**config.mk**
```make
export PLATFORM = sky130hd
export DESIGN_NAME = sim_intf_fq
export DESIGN_NICKNAME = d
export VERILOG_FILES = /design/src/rtl/sim_intf_pkg.sv /design/src/rtl/sim_intf_ref_fifo.sv /design/src/rtl/sim_intf_fq.sv
export SDC_FILE = /design/constraint.sdc
export NUM_CORES = 1
export LEC_CHECK = 0
export CORE_AREA = 2 2 329 201
export DETAILED_ROUTE_END_ITERATION = 7
export DIE_AREA = 0 0 331 203
export PLACE_DENSITY = 0.54
export RECOVER_POWER = 50
export SLEW_MARGIN = 20
export SYNTH_ARGS = -nofsm -noshare
export SYNTH_HDL_FRONTEND = slang
export SYNTH_HIERARCHICAL = 1
export SYNTH_SLANG_ARGS = --single-unit
```
**constraint.sdc**
```tcl
create_clock -name clk -period 7.8 [get_ports clk]
set_input_delay 1.56 -clock clk [delete_from_list [all_inputs] [get_ports clk]]
set_output_delay 1.56 -clock clk [all_outputs]
set_load 0.05 [all_outputs]
```
**src/rtl/sim_intf_pkg.sv**
```systemverilog
// Shared types and default widths for the buffered sim interface.
// The entry struct describes the (pc, insn) pair held in the reference FIFO.
package sim_intf_pkg;

    localparam int XLEN_DEF = 64;
    localparam int ILEN_DEF = 32;

    typedef struct packed {
        logic [XLEN_DEF-1:0] pc;
        logic [ILEN_DEF-1:0] insn;
    } ref_entry_t;

    typedef enum logic {
        ST_RUN  = 1'b0,
        ST_HALT = 1'b1
    } fq_state_t;

endpackage

```
**src/rtl/sim_intf_ref_fifo.sv**
```systemverilog
// Circular buffer of reference entries; pointers carry an extra wrap bit
// so full and empty are distinguishable without a separate counter.
module sim_intf_ref_fifo #(
    parameter int W     = 96,
    parameter int DEPTH = 4
) (
    input  logic         clk,
    input  logic         rst_n,
    input  logic         push,
    input  logic [W-1:0] din,
    input  logic         pop,
    output logic [W-1:0] head,
    output logic         full,
    output logic         empty
);

    localparam int AW = $clog2(DEPTH);

    logic [W-1:0] mem [DEPTH];
    logic [AW:0]  wr_ptr;
    logic [AW:0]  rd_ptr;

    assign empty = (wr_ptr == rd_ptr);
    assign full  = (wr_ptr[AW] != rd_ptr[AW]) && (wr_ptr[AW-1:0] == rd_ptr[AW-1:0]);
    assign head  = mem[rd_ptr[AW-1:0]];

    // Storage is not reset: the pointers alone define which slots are live.
    always_ff @(posedge clk) begin
        if (push) begin
            mem[wr_ptr[AW-1:0]] <= din;
        end
    end

    always_ff @(posedge clk or negedge rst_n) begin
        if (!rst_n) begin
            wr_ptr <= '0;
            rd_ptr <= '0;
        end else begin
            if (push) begin
                wr_ptr <= wr_ptr + 1'b1;
            end
            if (pop) begin
                rd_ptr <= rd_ptr + 1'b1;
            end
        end
    end

endmodule

```
**src/rtl/sim_intf_fq.sv**
```systemverilog
// Compares core fetch PCs against the head of a queued reference stream,
// returns the instruction on a match and halts after a run of misses.
module sim_intf_fq
    import sim_intf_pkg::*;
#(
    parameter int XLEN       = XLEN_DEF,
    parameter int ILEN       = ILEN_DEF,
    parameter int DEPTH      = 4,
    parameter int MISS_LIMIT = 8,
    parameter int CNT_W      = 16
) (
    input  logic             clk,
    input  logic             rst_n,
    input  logic             req_valid,
    output logic             req_ready,
    input  logic [XLEN-1:0]  req_pc,
    input  logic             ref_valid,
    output logic             ref_ready,
    input  logic [XLEN-1:0]  ref_pc,
    input  logic [ILEN-1:0]  ref_insn,
    output logic             resp_valid,
    input  logic             resp_ready,
    output logic [XLEN-1:0]  resp_pc_try,
    output logic [XLEN-1:0]  resp_pc_factual,
    output logic [ILEN-1:0]  resp_insn,
    output logic             resp_miss,
    output logic             halted,
    output logic [CNT_W-1:0] miss_count,
    input  logic             clear
);

    localparam int EW     = XLEN + ILEN;
    localparam int CONS_W = (MISS_LIMIT > 0) ? $clog2(MISS_LIMIT + 1) : 1;
    localparam logic [CONS_W-1:0] LIMIT_V = CONS_W'(MISS_LIMIT);

    // Handshakes: a transfer happens on a rising edge where valid & ready are
    // both high; ready never depends on valid of the same channel.

    logic [EW-1:0]     head;
    logic              full;
    logic              empty;
    logic              push;
    logic              pop;
    logic              accept;
    logic              is_miss;
    logic [XLEN-1:0]   head_pc;
    logic [ILEN-1:0]   head_insn;
    logic [CONS_W-1:0] consec;
    logic [CONS_W-1:0] cons_inc;
    fq_state_t         state;

    assign head_pc   = head[EW-1:ILEN];
    assign head_insn = head[ILEN-1:0];

    assign ref_ready = !full;
    assign push      = ref_valid && !full;
    assign req_ready = (state == ST_RUN) && !empty && !clear && (!resp_valid || resp_ready);
    assign accept    = req_valid && req_ready;
    assign is_miss   = (req_pc != head_pc);
    assign pop       = accept && !is_miss;
    assign cons_inc  = consec + 1'b1;
    assign halted    = (state == ST_HALT);

    sim_intf_ref_fifo #(
        .W     (EW),
        .DEPTH (DEPTH)
    ) u_fifo (
        .clk   (clk),
        .rst_n (rst_n),
        .push  (push),
        .din   ({ref_pc, ref_insn}),
        .pop   (pop),
        .head  (head),
        .full  (full),
        .empty (empty)
    );

    always_ff @(posedge clk or negedge rst_n) begin
        if (!rst_n) begin
            state           <= ST_RUN;
            consec          <= '0;
            miss_count      <= '0;
            resp_valid      <= 1'b0;
            resp_pc_try     <= '0;
            resp_pc_factual <= '0;
            resp_insn       <= '0;
            resp_miss       <= 1'b0;
        end else begin
            if (accept) begin
                resp_valid      <= 1'b1;
                resp_pc_try     <= req_pc;
                resp_pc_factual <= head_pc;
                resp_insn       <= is_miss ? '0 : head_insn;
                resp_miss       <= is_miss;
            end else if (resp_ready) begin
                resp_valid <= 1'b0;
            end

            // clear and accept never coincide: clear forces req_ready low.
            if (clear) begin
                state      <= ST_RUN;
                consec     <= '0;
                miss_count <= '0;
            end else if (accept) begin
                if (is_miss) begin
                    if (miss_count != {CNT_W{1'b1}}) begin
                        miss_count <= miss_count + 1'b1;
                    end
                    if (MISS_LIMIT != 0) begin
                        consec <= cons_inc;
                        if (cons_inc == LIMIT_V) begin
                            state <= ST_HALT;
                        end
                    end
                end else begin
                    consec <= '0;
                end
            end
        end
    end

endmodule
```
After elaboration in Yosys (flattened, before gate mapping)
Memory sizes are Yosys's and may differ from the RTL's.
Cells that the tools add are included.
- memory bits (writable): 384
- memories kept: 1
- output and inout bits: 181
- word-level logic and storage cells: 58
- bits in registers: 189
- add/subtract/negate cells: 4
- multiplexer cells: 16
- equal/unequal tests: 6
- reduce and logical (&&, ||, !) cells: 20
- bitwise logic cells: 1
- memory list (memory ; depth ; width ; rd ports ; clocked after Yosys merged registers in ; wr ports ; RTL line ; RTL):
    u_fifo.mem ; 4 ; 96 ; 1 ; 0 ; 1 ; sim_intf_ref_fifo.sv:19 ; logic [W-1:0] mem [DEPTH];
- operators with widths (kind ; count):
    2-to-1 mux 16 bit ; 4
    inequality test 64 bit ; 1
    2-to-1 mux 32 bit ; 1
    adder 16 x 1 -> 16 bit, second input constant ; 1
    inequality test 16 bit, second input constant ; 1
    2-to-1 mux 4 bit ; 3
    nonzero test 2 bit ; 5
    2-to-1 mux 1 bit ; 8
    logical AND 1 bit ; 7
    adder 3 x 1 -> 3 bit, second input constant ; 2
    AND reduction 3 bit ; 2
    logical NOT 1 bit ; 5
    adder 4 x 1 -> 4 bit, second input constant ; 1
    equality test 4 bit, second input constant ; 1
    equality test 3 bit ; 1
    equality test 2 bit ; 1
    logical OR 1 bit ; 1
    inequality test 1 bit ; 1
    inverter 1 bit ; 1

Depth between registers and ports, before layout
- depth after elaboration: 8
- mapped depth: 13
- gate-level depth less buffers: 8

Modules after synthesis
The synthesis kept the hierarchy.
- by module, submodules not included (module ; times used ; cells an instance ; area each (µm²) ; seq. area each (µm²)):
    sim_intf_ref_fifo ; 1 ; 532 ; 14174.8 ; 11681.2
    sim_intf_fq ; 1 ; 635 ; 8031.5 ; 4579.4

Worst setup path before layout
OpenSTA, ideal clock, no wires.
- path kind: in2reg
- start: input port ref_valid
- end: memory u_fifo.mem[3][0] (enable)
- path buffers: 0
- setup time: 0.467 ns
- setup slack: 3.174 ns
- stages on the path: 2
- data arrival time: 4.159 ns
- path through: nor2b_1 > and2_1
- cells in the longest elaborated chain, start to end: 3
- RTL lines (item ; RTL line ; RTL):
    start: declaration ; sim_intf_fq.sv:17 ; input logic ref_valid,
    logical AND 1 bit ; sim_intf_fq.sv:56 ; assign push = ref_valid && !full;
    2-to-1 mux 1 bit ; sim_intf_ref_fifo.sv:29 ; if (push) begin
    2-to-1 mux 1 bit (not written as such) ; sim_intf_ref_fifo.sv:30 ; mem[wr_ptr[AW-1:0]] <= din;
    end: declaration ; sim_intf_ref_fifo.sv:19 ;
No other way between the ends.

Worst setup path after layout
- start: register u_fifo.rd_ptr[1]
- end: output port req_ready
- cells in the longest elaborated chain, start to end: 5
- RTL lines (item ; RTL line ; RTL):
    start: declaration ; sim_intf_ref_fifo.sv:21 ; logic [AW:0] rd_ptr;
    start signal: assignment ; sim_intf_ref_fifo.sv:43 ; rd_ptr <= rd_ptr + 1'b1;
    equality test 3 bit ; sim_intf_ref_fifo.sv:23 ; assign empty = (wr_ptr == rd_ptr);
    named net empty ; sim_intf_fq.sv:41 ; logic empty;
    logical NOT 1 bit ; sim_intf_fq.sv:57 ; assign req_ready = (state == ST_RUN) && !empty && !clear && (!resp_valid || resp_ready);
    logical AND 1 bit (3 in series) ; sim_intf_fq.sv:57 ;
    end: declaration ; sim_intf_fq.sv:15 ; output logic req_ready,
The timed path passes the listed nets, and every way through them passes these cells.

==> flow_summary_export.csv <==
group,metric,value,unit
run_status,status,"finished with violations",
run_status,failed_checks,"max-capacitance violations, max-slew violations",
floorplan,row_count,72,
setup_path,slowest_stage,"dfrtp_1",
routing,drt-pass1-iter-count,5,
layout,seqCellArea,16300,µm²
routing,drcViolationCount,0,
layout,multi_input_area,5590,µm²
floorplan,pin_count,347,
grt,grt_pass1_wl,81400,µm
layout,nFillCells,5617,
sta,rsz0062_at_grt,"no",
clock_tree,clock_sinks,573,
sta,finalMaxSlewViolations,203,
clock_tree,postCtsSetupRepairBufs,0,
floorplan,die_w,331,µm
grt,grt_usage,16.5,%
sta,hold_viol,0,
placed_design,dp_slack,2.43,ns
synth,synth.avg_cell_area,19.0,µm²
setup_path,startpoint_type,"register",
power,powerDensity,360,nW/µm²
sta,maxSlewHeadroom,-99.9,%
power,max-vdd-ir-drop,0.186,mV
sta,fin_crit,5.82,ns
synth,synth_top_cell_by_area,"edfxtp_1",
setup_path,critPathKind,"reg2out",
sta,skew,0.0197,ns
synth,synth.cell_area,22200,µm²
grt,grt_overflow,0,
sta,worst_slew_pin_slew,3.00,ns
placed_design,place.port_buffers,346,
synth,synth_edf_count,384,
layout,drive_gt1_share,22.8,%
layout,finalNetCount,1706,
routing,drt_iter0_drc,711,
grt,grt_max_degree,123,
min_path,hold_class,"reg2reg",
clock_tree,numCtsBuffers,55,
power,power.leakage,0.00992,µW
sta,fmax,0.172,GHz
setup_path,ff2ff_setup_slack,2.08,ns
setup_path,arrival,4.26,ns
setup_path,path_max_fanout,29,
floorplan,die_h,203,µm
flow_run,max-cap-violations,6,
synth,ys_seq_area_share,73.2,%
routing,antenna_left,0,
floorplan,core-area,64000,µm²
sta,post-route-period-util,74.7,%
routing,viasPerCell,4.82,
sta,setup_viol,0,
placed_design,place_hpwl,36500,µm
setup_path,slowest_delay,1.55,ns
grt,antenna_found_initial,15,
synth,synth_warnings,6,
clock_tree,clk_pin_slew,0.06,ns
clock_tree,clockBufferDepth,3,
routing,route.detailed.wl_per_inst,22.6,µm
placed_design,gp_congestion,0.729,
clock_tree,clock-root-buffer,"clkbuf_16",
floorplan,start_util,34.7,%
synth,postSynthCellCount,1167,
synth,yosys-top-cells-area,"edfxtp_1 (52%), dfrtp_1 (21%), mux4_2 (9.7%)",
synth,ys_ff_latch,573,
setup_path,crit_path_end_kind,"output pin",
sta,tns,0,ns
routing,vias,11700,
clock_tree,cts-resized-gates,0,
synth,netlist.area_leader.share,51.9,%
synth,synth-async-reset-ratio,33.0,%
clock_tree,ctsHtreeMaxLevel,2,
grt,grt_pass1_vias,12300,
floorplan,die-area,67200,µm²
clock_tree,cts_tree,"done",
layout,area_growth,28.1,%
setup_path,cp.required,6.24,ns
synth,synth_cell_types,46,
synth,synth_nets,1340,
setup_path,cp_cell_sequence,"buf_4, xor2_1, nor3b_1, nor3_1, and2_1, clkdlybuf4s50_1",
sta,fin_ws,1.98,ns
routing,totalWireLength,55200,µm
synth,synthFlopType,"edfxtp_1",
clock_tree,clkLatencyLatePin,0.61,ns
clock_tree,holdBufCountCts,0,
[cell usage after synthesis (all sizes together), types with 2 or more instances]
| library cell | n |
|---|---|
| xor2 | 71 |
| a31o | 11 |
| nor3 | 6 |
| dfrtp | 189 |
| mux4 | 96 |
| and2 | 5 |
| ha | 7 |
| nor4 | 19 |
| mux2 | 131 |
| nor3b | 2 |
| nand2b | 4 |
| nand4 | 7 |
| or2 | 7 |
| clkbuf | 25 |
| xnor2 | 2 |
| nand2 | 82 |
| edfxtp | 384 |
| nor4b | 3 |
| or3 | 3 |
| buf | 30 |
| o21ai | 34 |
| a21oi | 5 |
| nor2b | 3 |
| nor2 | 8 |
| inv | 6 |
| a211oi | 8 |
| nand3 | 8 |
[layout by cell type, fill, tap and decap left out, drive strengths merged, types with 34 or more instances in the layout]
cell	synthesis	layout
clkbuf	25	72
clkdlybuf4s50	0	249
dfrtp	189	189
dlygate4sd3	0	96
edfxtp	384	384
mux2	131	131
mux4	96	96
nand2	82	82
o21ai	34	34
xor2	71	71
[through the flow]
stage	std cells	total power, µW	instance area [µm²]	hold WS, ns	util (%)
after floorplan	1167	6340	22200	0.462	-
after global placement	2327	7570	26600	0.462	41.6
after detailed placement	2327	7620	26600	0.473	41.6
after CTS	2431	10400	28500	0.488	44.5
after global routing	2435	10700	28400	0.500	44.5
final	2437	10200	28400	0.486	44.5
[routing by layer]
layer | GRT usage (%) | up-vias | share of wire (%)
met4 | 3.81 | 14 | 1.6
li1 | - | 5292 | -
met1 | 23.6 | 6109 | 46
met3 | 4.47 | 76 | 6.5
met2 | 24.9 | 253 | 46
met5 | 0 | - | 0.15
[power by group]
group / switching, µW / total, µW / leakage [µW] / internal (µW)
Sequential: 252 / 4300 / 0.00586 / 4050
Clock: 1170 / 2730 / 0.000935 / 1570
Combinational: 2110 / 3190 / 0.00313 / 1080
[logic make-up after synthesis]
| kind of cell | synth area share, % |
|---|---|
| flip-flops | 73.2 |
| multiplexers | 16.4 |
| AND/OR/NAND/NOR | 3.63 |
| XOR/XNOR | 2.88 |
| AO/OA/AOI/OAI | 1.84 |
| buffers and inverters | 1.60 |
| adder cells (fa/ha/maj) | 0.394 |
[worst max-delay path, delay by kind of cell, from the launching register on]
kind                   cells  cell delay (ns)
AND/OR/NAND/NOR            3             0.52
flip-flops                 1             1.55
buffers and inverters      2             1.30
XOR/XNOR                   1             0.25
[path summary, 6_finish.rpt]
kind,end,cells after the start,startpoint
min in group asynchronous,miss_count[8],1,rst_n
hold reg to reg,resp_insn[22],2,resp_insn[22]
hold / removal,resp_insn[22],2,resp_insn[22]
setup / recovery,req_ready,6,u_fifo/rd_ptr[1]
max in group asynchronous,resp_pc_factual[29],2,rst_n
setup reg to reg,miss_count[2],8,u_fifo/rd_ptr[1]
[layout make-up]
cell class / instances / share of cell area, %
clock buffers: 70 / 5.43
inverters: 6 / 0.0792
well taps: 851 / 3.74
flip-flops and latches: 573 / 57.2
repair buffers: 364 / 12.8
diodes: 6 / 0.0528
clock inverters: 34 / 1.10
multi-input cells: 533 / 19.7
[state kept, by name, indices dropped and copies added, names as in the netlist]
register,count
resp_pc_try,64
u_fifo/wr_ptr,3
u_fifo/mem,384
consec,4
u_fifo/rd_ptr,3
resp_miss,1
resp_insn,32
resp_valid,1
resp_pc_factual,64
halted,1
miss_count,16
Note: power is estimated with default switching activity, not from simulation.
